<file path="src/rtl/shared_bus_ctrl_pkg.sv">
// Shared encodings for the shared memory bus controller.
package shared_bus_ctrl_pkg;

  typedef enum logic [1:0] {
    S_IDLE = 2'd0,
    S_REQ  = 2'd1,
    S_ACK  = 2'd2
  } state_t;

  localparam logic OWN_A = 1'b0;
  localparam logic OWN_B = 1'b1;

endpackage

</file>
<file path="src/rtl/shared_bus_ctrl.sv">
// Two-client shared memory port controller.
// Consumes grants from an external round-robin arbiter, runs one memory
// transaction with a valid/ready handshake and returns the result to the
// winning client over a 4-phase req/ack handshake.
//
//   state  | meaning
//   -------+----------------------------------------------------------
//   IDLE   | arbiter requests forwarded; a grant latches that client
//   REQ    | command presented on mem_*; waiting for mem_ready/timeout
//   ACK    | owner's ack high with result; waiting for owner req to drop
module shared_bus_ctrl
  import shared_bus_ctrl_pkg::*;
#(
  parameter int AW      = 8,
  parameter int DW      = 16,
  parameter int TIMEOUT = 15
) (
  input  logic          clk,
  input  logic          reset,
  input  logic          a_req,
  input  logic          a_we,
  input  logic [AW-1:0] a_addr,
  input  logic [DW-1:0] a_wdata,
  output logic          a_ack,
  output logic          a_err,
  output logic [DW-1:0] a_rdata,
  input  logic          b_req,
  input  logic          b_we,
  input  logic [AW-1:0] b_addr,
  input  logic [DW-1:0] b_wdata,
  output logic          b_ack,
  output logic          b_err,
  output logic [DW-1:0] b_rdata,
  output logic          arb_req_a,
  output logic          arb_req_b,
  input  logic          arb_grant_a,
  input  logic          arb_grant_b,
  output logic          mem_valid,
  output logic          mem_we,
  output logic [AW-1:0] mem_addr,
  output logic [DW-1:0] mem_wdata,
  input  logic          mem_ready,
  input  logic [DW-1:0] mem_rdata
);

  localparam int CW = (TIMEOUT < 1) ? 1 : $clog2(TIMEOUT + 1);
  localparam logic [CW-1:0] CNT_LAST = CW'((TIMEOUT > 0) ? TIMEOUT - 1 : 0);
  localparam logic [CW-1:0] CNT_MAX  = '1;

  state_t          r_state;
  logic            r_owner;
  logic [CW-1:0]   r_cnt;
  logic            r_we;
  logic [AW-1:0]   r_addr;
  logic [DW-1:0]   r_wdata;
  logic            r_a_ack, r_a_err, r_b_ack, r_b_err;
  logic [DW-1:0]   r_a_rdata, r_b_rdata;

  logic            w_owner_req;
  logic            w_timeout;
  logic            w_err;
  logic [DW-1:0]   w_rdata;

  // Result to hand back on leaving REQ: ready wins over a coincident timeout.
  assign w_owner_req = (r_owner == OWN_A) ? a_req : b_req;
  assign w_timeout   = (TIMEOUT != 0) && (r_cnt == CNT_LAST);
  assign w_err       = !mem_ready;
  assign w_rdata     = mem_ready ? mem_rdata : '0;

  // Arbiter only sees requests in IDLE so it advances on real arbitrations.
  assign arb_req_a = (r_state == S_IDLE) && a_req;
  assign arb_req_b = (r_state == S_IDLE) && b_req;

  assign mem_valid = (r_state == S_REQ);
  assign mem_we    = r_we;
  assign mem_addr  = r_addr;
  assign mem_wdata = r_wdata;

  assign a_ack   = r_a_ack;
  assign a_err   = r_a_err;
  assign a_rdata = r_a_rdata;
  assign b_ack   = r_b_ack;
  assign b_err   = r_b_err;
  assign b_rdata = r_b_rdata;

  // Controller FSM with command register, timeout counter and client results.
  always_ff @(posedge clk) begin
    if (reset) begin
      r_state   <= S_IDLE;
      r_owner   <= OWN_A;
      r_cnt     <= '0;
      r_we      <= 1'b0;
      r_addr    <= '0;
      r_wdata   <= '0;
      r_a_ack   <= 1'b0;
      r_a_err   <= 1'b0;
      r_a_rdata <= '0;
      r_b_ack   <= 1'b0;
      r_b_err   <= 1'b0;
      r_b_rdata <= '0;
    end else begin
      case (r_state)
        S_IDLE: begin
          // A takes precedence if the arbiter ever grants both.
          if (arb_grant_a) begin
            r_owner <= OWN_A;
            r_we    <= a_we;
            r_addr  <= a_addr;
            r_wdata <= a_wdata;
            r_cnt   <= '0;
            r_state <= S_REQ;
          end else if (arb_grant_b) begin
            r_owner <= OWN_B;
            r_we    <= b_we;
            r_addr  <= b_addr;
            r_wdata <= b_wdata;
            r_cnt   <= '0;
            r_state <= S_REQ;
          end
        end
        S_REQ: begin
          if (mem_ready || w_timeout) begin
            if (r_owner == OWN_A) begin
              r_a_ack   <= 1'b1;
              r_a_err   <= w_err;
              r_a_rdata <= w_rdata;
            end else begin
              r_b_ack   <= 1'b1;
              r_b_err   <= w_err;
              r_b_rdata <= w_rdata;
            end
            r_state <= S_ACK;
          end else if (r_cnt != CNT_MAX) begin
            r_cnt <= r_cnt + 1'b1;
          end
        end
        S_ACK: begin
          if (!w_owner_req) begin
            r_a_ack   <= 1'b0;
            r_a_err   <= 1'b0;
            r_a_rdata <= '0;
            r_b_ack   <= 1'b0;
            r_b_err   <= 1'b0;
            r_b_rdata <= '0;
            r_state   <= S_IDLE;
          end
        end
        default: r_state <= S_IDLE;
      endcase
    end
  end

endmodule

</file>
<file path="config.mk">
export PLATFORM = sky130hd
export DESIGN_NAME = shared_bus_ctrl
export DESIGN_NICKNAME = d
export VERILOG_FILES = /design/src/rtl/shared_bus_ctrl_pkg.sv /design/src/rtl/shared_bus_ctrl.sv
export SDC_FILE = /design/constraint.sdc
export NUM_CORES = 1
export LEC_CHECK = 0
export BUFFER_PORTS_ARGS = -buffer_cell sky130_fd_sc_hd__buf_2
export CELL_PAD_IN_SITES_DETAIL_PLACEMENT = 1
export CELL_PAD_IN_SITES_GLOBAL_PLACEMENT = 1
export CORE_MARGIN = 4
export CORE_UTILIZATION = 34
export CTS_CLUSTER_DIAMETER = 80
export DETAILED_ROUTE_END_ITERATION = 10
export PLACE_DENSITY = 0.86
export SKIP_CTS_REPAIR_TIMING = 1
export SYNTH_ARGS = -nofsm -noshare
export SYNTH_HDL_FRONTEND = slang
export SYNTH_SLANG_ARGS = --single-unit
</file>
<file path="constraint.sdc">
create_clock -name clk -period 2.35 [get_ports clk]
set_clock_uncertainty 0.1 [all_clocks]
set_input_delay 0.235 -clock clk [delete_from_list [all_inputs] [get_ports clk]]
set_output_delay 0.235 -clock clk [all_outputs]
set_load 0.02 [all_outputs]
</file>
* After elaboration in Yosys (flattened, before gate mapping)
Cells that the tools add are included.
** Word-level totals
- Register bits after elaboration :: 68
- Input bits :: 73
- Output and inout port bits :: 64
** Operators by class
- Add/subtract/negate cells :: 1
- Eq/ne operators :: 11
- Mux-type cells :: 40
- Reduce and logical (&&, ||, !) cells :: 13
** Operator list (number)
- two-way mux 16 bit :: 8
- case mux 16 bit (2 select lines) :: 2
- two-way mux 4 bit :: 4
- two-way mux 8 bit :: 2
- two-way mux 1 bit :: 14
- AND reduction 4 bit :: 3
- two-way mux 2 bit :: 4
- case mux 1 bit (2 select lines) :: 4
- case mux 4 bit (2 select lines) :: 1
- != test 2 x 1 -> 1 bit (second input constant) :: 3
- != test 2 bit (second input constant) :: 3
- case mux 2 bit (3 select lines) :: 1
- nonzero test 2 bit :: 3
- adder 4 x 1 -> 4 bit (second input constant) :: 1
- equality test 4 bit (second input constant) :: 1
- != test 4 bit (second input constant) :: 1
- != test 3 bit (second input constant) :: 1
- AND reduction 3 bit :: 1
- equality test 2 x 1 -> 1 bit (second input constant) :: 1
- equality test 2 bit (second input constant) :: 1
- logical AND 1 bit :: 2
- logical NOT 2 bit :: 1
- AND reduction 2 bit :: 1
- logical NOT 1 bit :: 1
- logical OR 1 bit :: 1

* Logic depth before layout (Yosys ltp)
- Depth in word-level cells :: 4
- Mapped depth :: 7

* Worst setup path after synthesis
OpenSTA, ideal clock, no wires.
- Path type :: flip-flop to flip-flop
- Start point :: register r_cnt[0]
- End point :: register r_b_rdata[10], in the netlist b_rdata[10]
- Arrival :: 1.758 ns
- Data required time :: 2.178 ns
- Setup slack :: 0.421 ns
- Stages on the path, launching flop included :: 7
- Path buffers :: 1
- Clock period less this slack :: 1.929 ns
- Path through :: dfxtp_1 > inv_1 > ha_1 > and3_1 > a311oi_4 > buf_6 > mux2i_1
** Between the ends
- Longest elaborated chain between the ends :: 4
** Ends and longest elaborated chain
- start, declared :: line shared_bus_ctrl.sv:52 : logic [CW-1:0] r_cnt;
- start signal, assigned :: line shared_bus_ctrl.sv:134 : r_cnt <= r_cnt + 1'b1;
- equality test 4 bit :: line shared_bus_ctrl.sv:66 : assign w_timeout = (TIMEOUT != 0) && (r_cnt == CNT_LAST);
- logical OR 1 bit :: line shared_bus_ctrl.sv:122 : if (mem_ready || w_timeout) begin
- != test 2 x 1 -> 1 bit (no source line)
- AND reduction 4 bit (no source line)
- end signal, assigned :: line shared_bus_ctrl.sv:130 : r_b_rdata <= w_rdata;
- end, declared :: line shared_bus_ctrl.sv:57 : logic [DW-1:0] r_a_rdata, r_b_rdata;
Every way passes these cells.
A chain may end at the register's enable or synchronous reset.

* Worst setup path in the final report
- Start point :: register r_cnt[0]
- End point :: register r_b_rdata[7], in the netlist b_rdata[7]
Same word-level chain as after synthesis.

==> insert_results.sql <==
INSERT INTO impl_metrics (metric_group, metric, value, unit) VALUES
('outcome', 'outcome', 'finished, final reports clean', ''),
('grt', 'grt_use_total', '0.172', ''),
('grt', 'grt_use_met3', '0.0436', ''),
('timing', 'slew-limit-headroom', '0.525', ''),
('layout', 'finish.utilization', '0.455', ''),
('drt', 'dr.pass1.iters', '4', ''),
('clock_network', 'cts_htree_levels', '3', ''),
('synth', 'yosysWarningCount', '0', ''),
('clock_network', 'tritoncts', 'done', ''),
('clock_network', 'cts-root-buf', 'clkbuf_8', ''),
('worst_setup_path', 'worst_setup_path_start_kind', 'register', ''),
('grt', 'groute.layer.met2.usage', '0.294', ''),
('timing', 'finalWorstPathRequiredPeriod', '2.00', 'ns'),
('drt', 'wl', '9210', 'um'),
('die', 'die_area', '0.0107', 'mm2'),
('die', 'dieHeight', '103', 'um'),
('worst_setup_path', 'required', '2.51', 'ns'),
('layout', 'commonest_non_fill_non_tap_cell_in_the_layout', 'buf_2', ''),
('grt', 'grt_max_degree', '37', ''),
('layout', 'final_cell_mix', 'buf_2 (136), dfxtp_1 (68), mux2i_1 (58)', ''),
('timing', 'final.setup.tns', '0', 'ns'),
('grt', 'grt_antenna_before_repair', '0', ''),
('drt', 'final_antenna_net_count', '0', ''),
('run', 'maxCapViolCount', '0', ''),
('power_and_ir_drop', 'power.density_cell_area', '700', 'mW/mm2'),
('timing', 'timing.final.hold_violations', '0', ''),
('grt', 'wire_length_of_the_first_global_routing_pass', '14500', 'um'),
('timing', 'period_share', '0.853', ''),
('layout', 'area.growth.synth_to_final', '29.2', '%'),
('worst_setup_path', 'critical_path.max_stage_delay', '0.41', 'ns'),
('worst_setup_path', 'critPathKind', 'register to register', ''),
('die', 'ioPinCount', '137', ''),
('clock_network', 'clk_pin_slew_worst_paths', '0.07', 'ns'),
('clock_network', 'numClockSinks', '68', ''),
('timing', 'worst-slew-pin-transition', '0.713', 'ns'),
('layout', 'insertedDiodeCount', '0', ''),
('power_and_ir_drop', 'overall_power', '2800', 'uW'),
('placement', 'gp_congestion', '0.867', ''),
('synth', 'syn_nets', '388', ''),
('die', 'die_x', '103', 'um'),
('grt', 'grtUsageMet1', '0.214', ''),
('clock_network', 'cts_made_buffers', '9', ''),
('timing', 'final-max-slew-violation-count', '0', ''),
('drt', 'route.detailed.drc', '0', ''),
('placement', 'post-dp-hpwl', '6960', 'um'),
('synth', 'seq_area_frac_synth', '0.439', ''),
('drt', 'drt_iter0_drc', '54', ''),
('power_and_ir_drop', 'vdd_drop_max', '0.272', 'mV'),
('die', 'rows', '34', ''),
('worst_setup_path', 'crit_arrival', '2.16', 'ns'),
('worst_setup_path', 'critical_path.endpoint_type', 'register', ''),
('synth', 'register_bit_total_from_synthesis', '68', ''),
('power_and_ir_drop', 'static-leakage-power', '0.00201', 'uW'),
('grt', 'grt.overflow.total', '0', ''),
('grt', 'gr-max-usage-layer', 'met2', ''),
('synth', 'synth.lib_cells_used.distinct', '44', ''),
('die', 'design.core.area', '0.00881', 'mm2'),
('timing', 'unrepaired_setup_endpoints_after_global_routing', 'no', ''),
('placement', 'port_buffers', '136', ''),
('synth', 'post_synth_inst_count', '313', ''),
('drt', 'wire_length_per_cell', '16.8', 'um'),
('clock_network', 'max-clock-path-buffers', '2', ''),
('synth', 'synth_top_area_cell', 'dfxtp_1', ''),
('drt', 'detailroute.via_count', '2896', ''),
('timing', 'fmaxAchievable', '0.499', 'GHz'),
('timing', 'setup_viol', '0', ''),
('worst_setup_path', 'cell_chain_of_the_critical_path', 'inv_1 > ha_1 > and3_1 > a311oi_4 > buf_4 > mux2i_1', ''),
('layout', 'post_route_cells_drive_above_1_share', '0.385', ''),
('worst_setup_path', 'slowest_stage', 'dfxtp_1', ''),
('synth', 'netlist.area_leader.share', '0.439', ''),
('die', 'start_util', '0.352', ''),
('synth', 'netlist_top_cells_area', 'dfxtp_1 (44%), mux2i_1 (19%), nand3_1 (8.1%)', ''),
('hold_path', 'worst_hold_check_path_type', 'primary input to register', ''),
('grt', 'first_global_vias', '3002', ''),
('synth', 'syn-mean-instance-area', '9.91', 'um2'),
('layout', 'finalNetCount', '511', ''),
('synth', 'syn_area', '0.00310', 'mm2'),
('clock_network', 'clock_latency', '0.34', 'ns'),
('drt', 'vias_cell', '5.28', ''),
('worst_setup_path', 'crit_path_max_fanout', '17', '');
-- per-layer routing --
| metal | vias up | share of wire |
|---|---|---|
| met3 | 8 | 0.076 |
| met1 | 1373 | 0.43 |
| met2 | 105 | 0.49 |
| met4 | 0 | 0.0088 |
| li1 | 1410 | - |
| met5 | - | 0 |
-- registers in the layout, summed over array words and instances (netlist names), 2 cells and up --
signal,flops
a_rdata,16
r_cnt,4
mem_addr,8
r_state,2
b_rdata,16
mem_wdata,16
-- where the power goes --
part           total, uW  internal, uW  leakage, uW  switching (uW)
Clock                972           496     0.000100             476
Sequential          1280          1230     0.000556            52.3
Combinational        552           219      0.00136             333
Total               2800          1940      0.00201             862
-- cell families (layout without fill, tap and decap cells) --
kind of cell             after synthesis  after routing  share of synthesized area
multiplexers                          58             58                      0.187
adder cells (fa/ha/maj)                2              2                    0.00807
AO/OA/AOI/OAI                         72             72                      0.163
flip-flops                            68             68                      0.439
AND/OR/NAND/NOR                       76             76                      0.140
buffers and inverters                 37            165                     0.0621
-- worst paths after layout --
check / depth (start not counted) / start / slack, ns / to
worst max-delay path: 6 / r_cnt[0] / 0.35 / b_rdata[7]
worst min-delay path: 2 / arb_grant_a / 0.04 / r_owner
worst max register to register: 6 / r_cnt[0] / 0.35 / b_rdata[7]
worst min register to register: 1 / a_ack / 0.37 / a_ack
-- through the flow --
step	hold slack, ns	setup slack, ns	std cells	instance area (um2)
after floorplan	0.309	0.421	313	3100
after global placement	0.354	0.438	533	3810
after detailed placement	0.355	0.341	533	3810
after CTS	0.0324	0.317	549	4010
after global routing	0.0486	0.219	549	4010
final	0.0422	0.346	549	4010
-- area by class of cell --
cell class              instances  area, um2
fillers                      1034       4800
clock buffers                   9        124
repair buffers                144        741
clock inverters                 7       73.8
flip-flops and latches         68       1360
multi-input cells             208       1550
well taps                     108        135
inverters                       5       18.8
-- cells in the mapped netlist (all sizes together) --
cell type,instances
ha,2
o21a,3
nor2,5
o211a,1
buf,14
and4bb,1
or4b,1
clkbuf,18
o31ai,1
mux2i,58
or4bb,1
nand2b,2
or2,2
nor2b,1
clkinv,1
o221ai,1
nor3b,1
a21oi,28
o311a,1
nand2,1
dfxtp,68
a211oi,27
a311oi,2
or3b,1
a32o,4
nand4bb,1
a41oi,1
and4b,1
and2,3
or4,2
nor3,2
a22oi,1
inv,4
a31oi,1
and3,1
nand3,50
o22ai,1
-- worst max-delay path, delay by kind of cell, from the launching register on --
kind / cells / cell delay (ns)
AND/OR/NAND/NOR: 1 / 0.23
multiplexers: 1 / 0.22
AO/OA/AOI/OAI: 1 / 0.29
buffers and inverters: 2 / 0.43
adder cells (fa/ha/maj): 1 / 0.24
flip-flops: 1 / 0.41
(Power assumes the default switching activity.)
